### config.mk
export PLATFORM = sky130hd
export DESIGN_NAME = counter_4bit
export DESIGN_NICKNAME = d
export VERILOG_FILES = /design/src/rtl/counter_4bit.sv
export SDC_FILE = /design/constraint.sdc
export NUM_CORES = 1
export LEC_CHECK = 0
export ABC_AREA = 1
export CORE_AREA = 3 3 40 42
export CTS_CLUSTER_DIAMETER = 80
export DETAILED_ROUTE_END_ITERATION = 10
export DIE_AREA = 0 0 43 45
export MAX_ROUTING_LAYER = met4
export PLACE_DENSITY_LB_ADDON = 0.15
export SLEW_MARGIN = 0
export SYNTH_ARGS = -nofsm -noshare
export SYNTH_HDL_FRONTEND = slang
export SYNTH_SLANG_ARGS = --single-unit
### constraint.sdc
create_clock -name clk -period 2.1 [get_ports clk]
set_input_delay 0.42 -clock clk [delete_from_list [all_inputs] [get_ports clk]]
set_output_delay 0.42 -clock clk [all_outputs]
set_load 0.005 [all_outputs]
### src/rtl/counter_4bit.sv
// counter_4bit: free-running modulo-2^WIDTH up-counter with synchronous clear,
// built from one clear-dominant toggle cell per bit and an AND-ripple carry chain.
`default_nettype none

module counter_4bit #(
  parameter int WIDTH = 4
) (
  output logic [WIDTH-1:0] Q,
  input  logic             clk,
  input  logic             clr
);

  // carry[i] is high when bits 0..i-1 are all 1, i.e. bit i toggles on a count edge
  logic [WIDTH-1:0] carry;

  assign carry[0] = 1'b1;

  for (genvar i = 0; i < WIDTH; i++) begin : g_cell
    logic state;

    // Written as an AND rather than an if/else so an unknown clr only corrupts
    // bits whose count and clear outcomes disagree (those that would become 1).
    always_ff @(posedge clk) begin
      state <= ~clr & (state ^ carry[i]);
    end

    assign Q[i] = state;

    if (i < WIDTH - 1) begin : g_carry
      assign carry[i+1] = carry[i] & state;
    end
  end

endmodule

`default_nettype wire

# [Word level (Yosys, flattened, before mapping)]
# Cells that the tools add are included.
# Widths: inputs -> output; s select.
[op_classes] n_addsub=0 n_mul=0 div=0 n_lt_le_gt_ge=0 eq_ne=0 shifts=0 n_mux=0 n_bitwise=11 n_reduce_logical=0
[op_table] op="$and 1x1->1" n=6
[op_table] op="$xor 1x1->1" n=3
[op_table] op="$not 1->1" n=2
[totals] reg_bits=4 latchBits=0 ram_bits=0 romBits=0 inputBits=2 out_inout_bits=4 wordCells=15 n_memories=0

# [Depth between registers and ports, before layout]
# Gate-level depths: netlist of the first run.
[depth] ltp_word=4 depth_mapped=5 depth_no_buf=5

# [Least setup slack after synthesis of the first run]
# Ideal clock, no wire load.
[synth_path] kind="flip-flop to flip-flop" from="register g_cell[0].state" to="register g_cell[3].state" arrival_ns=0.832 required_ns=1.986 path_slack_ns=1.154 path_stages_with_launch=5 n_path_buf=0 synth_period_minus_slack_ns=0.946 path_cell_list="dfxtp_1 > ha_1 > ha_1 > nor2_1 > nor2_2"
[synth_between] elab_chain_len=4
[synth_lines] element="from (decl)" line_no="19" text="logic state;"
[synth_lines] element="from (signal assigned)" line_no="24" text="state <= ~clr & (state ^ carry[i]);"
[synth_lines] element="$and 1x1->1 (2 in series)" line_no="30" text="assign carry[i+1] = carry[i] & state;"
[synth_lines] element="$xor 1x1->1" line_no="24"
[synth_lines] element="$and 1x1->1" line_no="24"
[synth_lines] element="to (signal assigned)" line_no="24"
[synth_lines] element="to (decl)" line_no="19"
# Every way passes these cells.

# [Worst setup path after layout of the first run]
[layout_path] from="register g_cell[0].state" to="output port Q[0]"
[layout_rtl] element="to (decl)" line_no="8" text="output logic [WIDTH-1:0] Q,"
# No word-level cell between the ends.

==> impl_metrics.yaml, run 1 <==
status:
  outcome: "finished, final reports clean"
clock_network:
  clk_pin_slew_worst_paths_ns: 0.04
  cts_buffer_depth: 2
  cts_tree: "done"
  ctsHoldBuffers: 0
  cts.sinks: 4
  clock_latency_ns: 0.23
  cts_buffers: 3
  root_buffer: "clkbuf_4"
  cts_htree_levels: 1
  ctsResizeCount: 0
  cts_setup_buffers: 0
timing:
  min_period_ns: 1.53
  period_share_pct: 72.7
  timing.final.ws_setup_ns: 0.573
  relSlewSlack_pct: 89.9
  fin_tns_setup_ns: 0
  hold_slack_ns: 0.441
  report.final.slew_viol_count: 0
  finalHoldViolations: 0
  worstMarginPinSlew_ns: 0.151
  rsz0062_at_grt: "false"
  fmax_ghz: 0.655
  fin_skew_ns: 0.00466
  setup_violations: 0
placed_design:
  dp_hpwl_um: 225
  routabilityCongestion: 0.552
  post-place-ws_ns: 0.841
  io_buffers: 5
run:
  max-cap-violations: 0
finish:
  fin_util_pct: 18.4
  layout-drive-gt1-share_pct: 16.7
  top_register: "g_cell.state"
  syn_to_final_growth_pct: 35.0
  final_cell_mix: "clkdlybuf4s50_1 (5), nor2_1 (4), dfxtp_1 (4)"
  final_nets: 30
  final_common_cell: "clkdlybuf4s50_1"
  largest_reg_flops: 4
  largestRegisters: "g_cell.state x4"
  diodes: 0
synthesis:
  synth_compound_gate_area_share_pct: 0
  muxShareOfSynthArea_pct: 0
  synth_cell_type_count: 7
  synth.top_cell.area_share_pct: 45.7
  yosys_warnings: 0
  synth_top_area_cell: "dfxtp_1"
  synth_area_leaders: "dfxtp_1 (46%), buf_4 (17%), ha_1 (14%), nor2_1 (8.6%), inv_1 (6.4%)"
  synthXorXnorAreaFrac_pct: 0
  synth.avg_cell_area_um2: 8.76
  synth_seq_cells: 4
  syn_nets: 24
  syn_area_um2: 175
  netlist_instances: 20
  synthAdderAreaFrac_pct: 14.3
  seq_area_frac_synth_pct: 45.7
  synth-simple-area-share_pct: 16.4
  synth_top_family_by_area: "buffers and inverters"
critical_path:
  critPathBufInv: 1
  critical_path.max_fanout: 3
  cp.arrival_ns: 1.11
  cp-start-kind: "flop"
  crit_family: "buffers and inverters"
  critPathKind: "reg -> out"
  worst_path_largest_cell_delay_ns: 0.52
  cpMaxStageDelayCell: "clkdlybuf4s50_1"
  endpoint_kind: "primary output"
  r2r_setup_slack_ns: 1.08
  crit_chain: "clkdlybuf4s50_1"
  critPathRequiredTime_ns: 1.68
route:
  wl_per_cell_um: 8.18
  drtIter0Drc: 0
  firstDrtPassIters: 1
  drc_errors: 0
  ant_nets: 0
  via_count: 123
  finalWirelength_um: 319
  via_per_inst: 3.15
power:
  cellLeakagePower_nw: 0.108
  net-switching-power_uw: 43.3
  swShare_pct: 21.5
  p_int_uw: 159
  p_seq_share_pct: 41.9
  p_comb_share_pct: 10.8
  power.share.clock_pct: 47.3
  vdd_drop_max_v: 0.000234
  p_total_uw: 202
  power_density_mw_per_mm2: 854
grt:
  grt_pass1_wl_um: 545
  grt_pass1_vias: 134
  antenna_found_initial: 0
  grt_overflow: 0
  grt_start_max_net_pins: 5
  grt_usage_pct: 4.72
min_path:
  holdCritPathClass: "reg -> reg"
floorplanning:
  die_h_um: 45
  ios: 6
  initial_utilization_pct: 13.6
  core_mm2: 0.00128
  die-area_mm2: 0.00194
  die_w_um: 43
  rows: 13
==> kinds of logic after synthesis <==
| kind of cell | Yosys count |
|---|---|
| and+or+nand+nor | 7 |
| DFF | 4 |
| adders and majority gates | 2 |
| buffers and inverters | 7 |
==> worst reg2reg max path, stage by stage, from the launching register on <==
cell	delay, ns
dfxtp_1	0.32
ha_1	0.21
ha_1	0.19
nor2_1	0.14
nor2_2	0.05
==> Yosys cell counts <==
master / n
ha_1: 2
inv_1: 3
nor2_1: 4
nand2_1: 2
dfxtp_1: 4
buf_4: 4
nor2_2: 1
==> final cells by class <==
cell class / count / area [um2]
Tap cell: 15 / 18.8
Timing Repair Buffer: 5 / 50.0
Fill cell: 146 / 1050
Sequential cell: 4 / 80.1
Inverter: 3 / 11.3
Multi-Input combinational cell: 9 / 53.8
Clock buffer: 3 / 22.5
==> per-stage QoR <==
step | area, um2 | instances
floorplan | 175 | 20
global placement | 214 | 36
detailed placement | 214 | 36
CTS | 236 | 39
global route | 236 | 39
finish | 236 | 39
==> power by group through the flow <==
stage	Clock (mW)	Combinational, mW	Sequential [mW]
floorplan	0	0.0145	0.0849
global placement	0	0.0213	0.0853
detailed placement	0	0.0219	0.0856
CTS	0.101	0.0226	0.0847
global route	0.105	0.0244	0.0858
finish	0.0955	0.0219	0.0847
==> worst paths after layout <==
path              depth (start not counted)       startpoint         endpoint
setup / recovery                          1  g_cell[0].state             Q[0]
hold / removal                            1  g_cell[0].state  g_cell[0].state
setup reg to reg                          4  g_cell[0].state  g_cell[3].state
hold reg to reg                           1  g_cell[0].state  g_cell[0].state
==> metal layers <==
metal / up-vias / routed length, um / part of all wire, % / GRT usage, %
li1: 63 / - / - / -
met1: 54 / 150 / 47 / 4.11
met2: 6 / 132 / 41 / 5.99
met5: - / 0 / 0 / -
met3: 0 / 36 / 11 / 5.98
met4: 0 / 0 / 0 / 1.81
No activity file was read; power rests on OpenSTA's default activity.
==> run 2, diff against run 1 <==
==> constraint.sdc (replaced) <==
create_clock -name clk -period 1.45 [get_ports clk]
set_input_delay 0.29 -clock clk [delete_from_list [all_inputs] [get_ports clk]]
set_output_delay 0.29 -clock clk [all_outputs]
set_load 0.005 [all_outputs]
==> run 2 against run 1 <==
  * Design area grew 1.1%
  * Clock-buffer cell count unchanged
  * Wire length decreased by 0.63%
  * Global-route usage unchanged
  * Non-clock buffer count unchanged
  * Sequential share of layout area fell by 0.35 points
  * Utilization rose by 0.19 points
  * Sequential power grew 45%
  * First-iteration DRC count stayed put
  * Flip-flop and latch count unchanged
  * Clock skew about the same
  * Clock power rose by 45%
  * Critical path type unchanged
==> impl_metrics.yaml, run 2 (synthesized netlist as in run 1, its figures left out) <==
status:
  outcome: "finished, final reports clean"
placed_design:
  dp.cells: 36
  routabilityCongestion: 0.552
  post-place-ws_ns: 0.321
  io_buffers: 5
  dp_hpwl_um: 225
critical_path:
  cpMaxStageDelayCell: "clkdlybuf4s50_1"
  critPathRequiredTime_ns: 1.16
  critical_path.max_fanout: 3
  crit_chain: "clkdlybuf4s50_1"
  critPathBufInv: 1
  r2r_cells: 4
  worst_path_largest_cell_delay_ns: 0.51
  reg2reg_to: "g_cell[3].state"
  r2r_setup_slack_ns: 0.44
  endpoint_kind: "primary output"
  r2r-start: "g_cell[0].state"
  crit_family: "buffers and inverters"
  critPathKind: "reg -> out"
  cp.arrival_ns: 1.08
  cp-start-kind: "flop"
floorplanning:
  ios: 6
  rows: 13
  die-area_mm2: 0.00194
  die_h_um: 45
  die_w_um: 43
  core_mm2: 0.00128
  initial_utilization_pct: 13.6
grt:
  grt_start_max_net_pins: 5
  grt_pass1_vias: 134
  antenna_found_initial: 0
  grt_overflow: 0
  grt_pass1_wl_um: 545
  grt_usage_pct: 4.72
clock_network:
  cts_setup_buffers: 0
  clock_latency_ns: 0.23
  cts_tree: "done"
  cts_htree_levels: 1
  cts_buffers: 3
  cts_buffer_depth: 2
  cts.sinks: 4
  ctsResizeCount: 0
  root_buffer: "clkbuf_4"
  ctsHoldBuffers: 0
  clk_pin_slew_worst_paths_ns: 0.04
timing:
  worstMarginPinSlew_ns: 0.151
  rsz0062_at_grt: "false"
  finalHoldViolations: 0
  fin_skew_ns: 0.00466
  report.final.slew_viol_count: 0
  fin_tns_setup_ns: 0
  period_share_pct: 94.5
  min_period_ns: 1.37
  setup_violations: 0
  timing.final.ws_setup_ns: 0.0797
  fmax_ghz: 0.730
  relSlewSlack_pct: 89.9
route:
  ant_nets: 0
  drtIter0Drc: 0
  finalWirelength_um: 317
  via_per_inst: 3.15
  via_count: 123
  wl_per_cell_um: 8.13
  drc_errors: 0
  firstDrtPassIters: 1
min_path:
  holdCritPathClass: "reg -> reg"
  min_delay_worst_endpoint: "g_cell[0].state"
  holdPathStages: 1
  hold_start: "g_cell[0].state"
power:
  swShare_pct: 21.4
  cellLeakagePower_nw: 0.120
  p_comb_share_pct: 10.6
  net-switching-power_uw: 62.6
  power_density_mw_per_mm2: 1220
  p_seq_share_pct: 42.0
  power.share.clock_pct: 47.4
  p_total_uw: 292
  p_int_uw: 229
  vdd_drop_max_v: 0.000339
finish:
  syn_to_final_growth_pct: 36.4
  final_cell_mix: "nor2_1 (4), dfxtp_1 (4), clkdlybuf4s50_1 (4)"
  final_nets: 30
  largest_reg_flops: 4
  largestRegisters: "g_cell.state x4"
  diodes: 0
  top_register: "g_cell.state"
  instances_no_fill: 39
  layout-drive-gt1-share_pct: 16.7
run:
  max-cap-violations: 0
[run 2: cell types whose count changed in the layout (fill, tap and decap cells not counted)]
cell | before | now
clkdlybuf4s50_1 | 5 | 4
dlymetal6s2s_1 | 0 | 1
[run 2: how the worst max path moves through the flow]
stage                               start              end  slack (ns)  cells past startpoint
after global routing      g_cell[1].state             Q[1]        0.03                      1
final                     g_cell[3].state             Q[3]        0.08                      1
after CTS                 g_cell[0].state             Q[0]        0.05                      1
after global placement    g_cell[0].state             Q[0]        0.32                      1
after detailed placement  g_cell[0].state             Q[0]        0.32                      1
after floorplan           g_cell[0].state  g_cell[3].state        0.50                      4
[run 2: final cells by class]
cell class | instances | area (um2)
fill | 145 | 1050
sequential | 4 | 80.1
multi-input combinational | 9 | 53.8
timing repair buffer | 5 | 52.6
clock buffer | 3 | 22.5
tap | 15 | 18.8
inverter | 3 | 11.3
[run 2: metal layers]
metal	vias up	GRT usage [%]	part of all wire (%)
li1	63	-	-
met1	54	4.11	43
met2	6	5.99	42
met3	0	5.98	15
met4	0	1.81	0
met5	-	-	0
[run 2: power groups by stage]
| stage | clock network (mW) | registers, mW | logic [mW] |
|---|---|---|---|
| finish | 0.138 | 0.123 | 0.0310 |
| global route | 0.152 | 0.124 | 0.0346 |
| CTS | 0.146 | 0.123 | 0.0328 |
| detailed placement | 0 | 0.124 | 0.0317 |
| global placement | 0 | 0.124 | 0.0309 |
| floorplan | 0 | 0.123 | 0.0211 |
[run 2: stage by stage]
step	instance area (um2)	hold slack (ns)	utilization [%]
2_1_floorplan	175	0.361	-
3_3_place_gp	214	0.418	16.7
3_5_place_dp	214	0.424	16.7
4_1_cts	236	0.439	18.4
5_1_grt	239	0.480	18.6
6_report	239	0.437	18.6
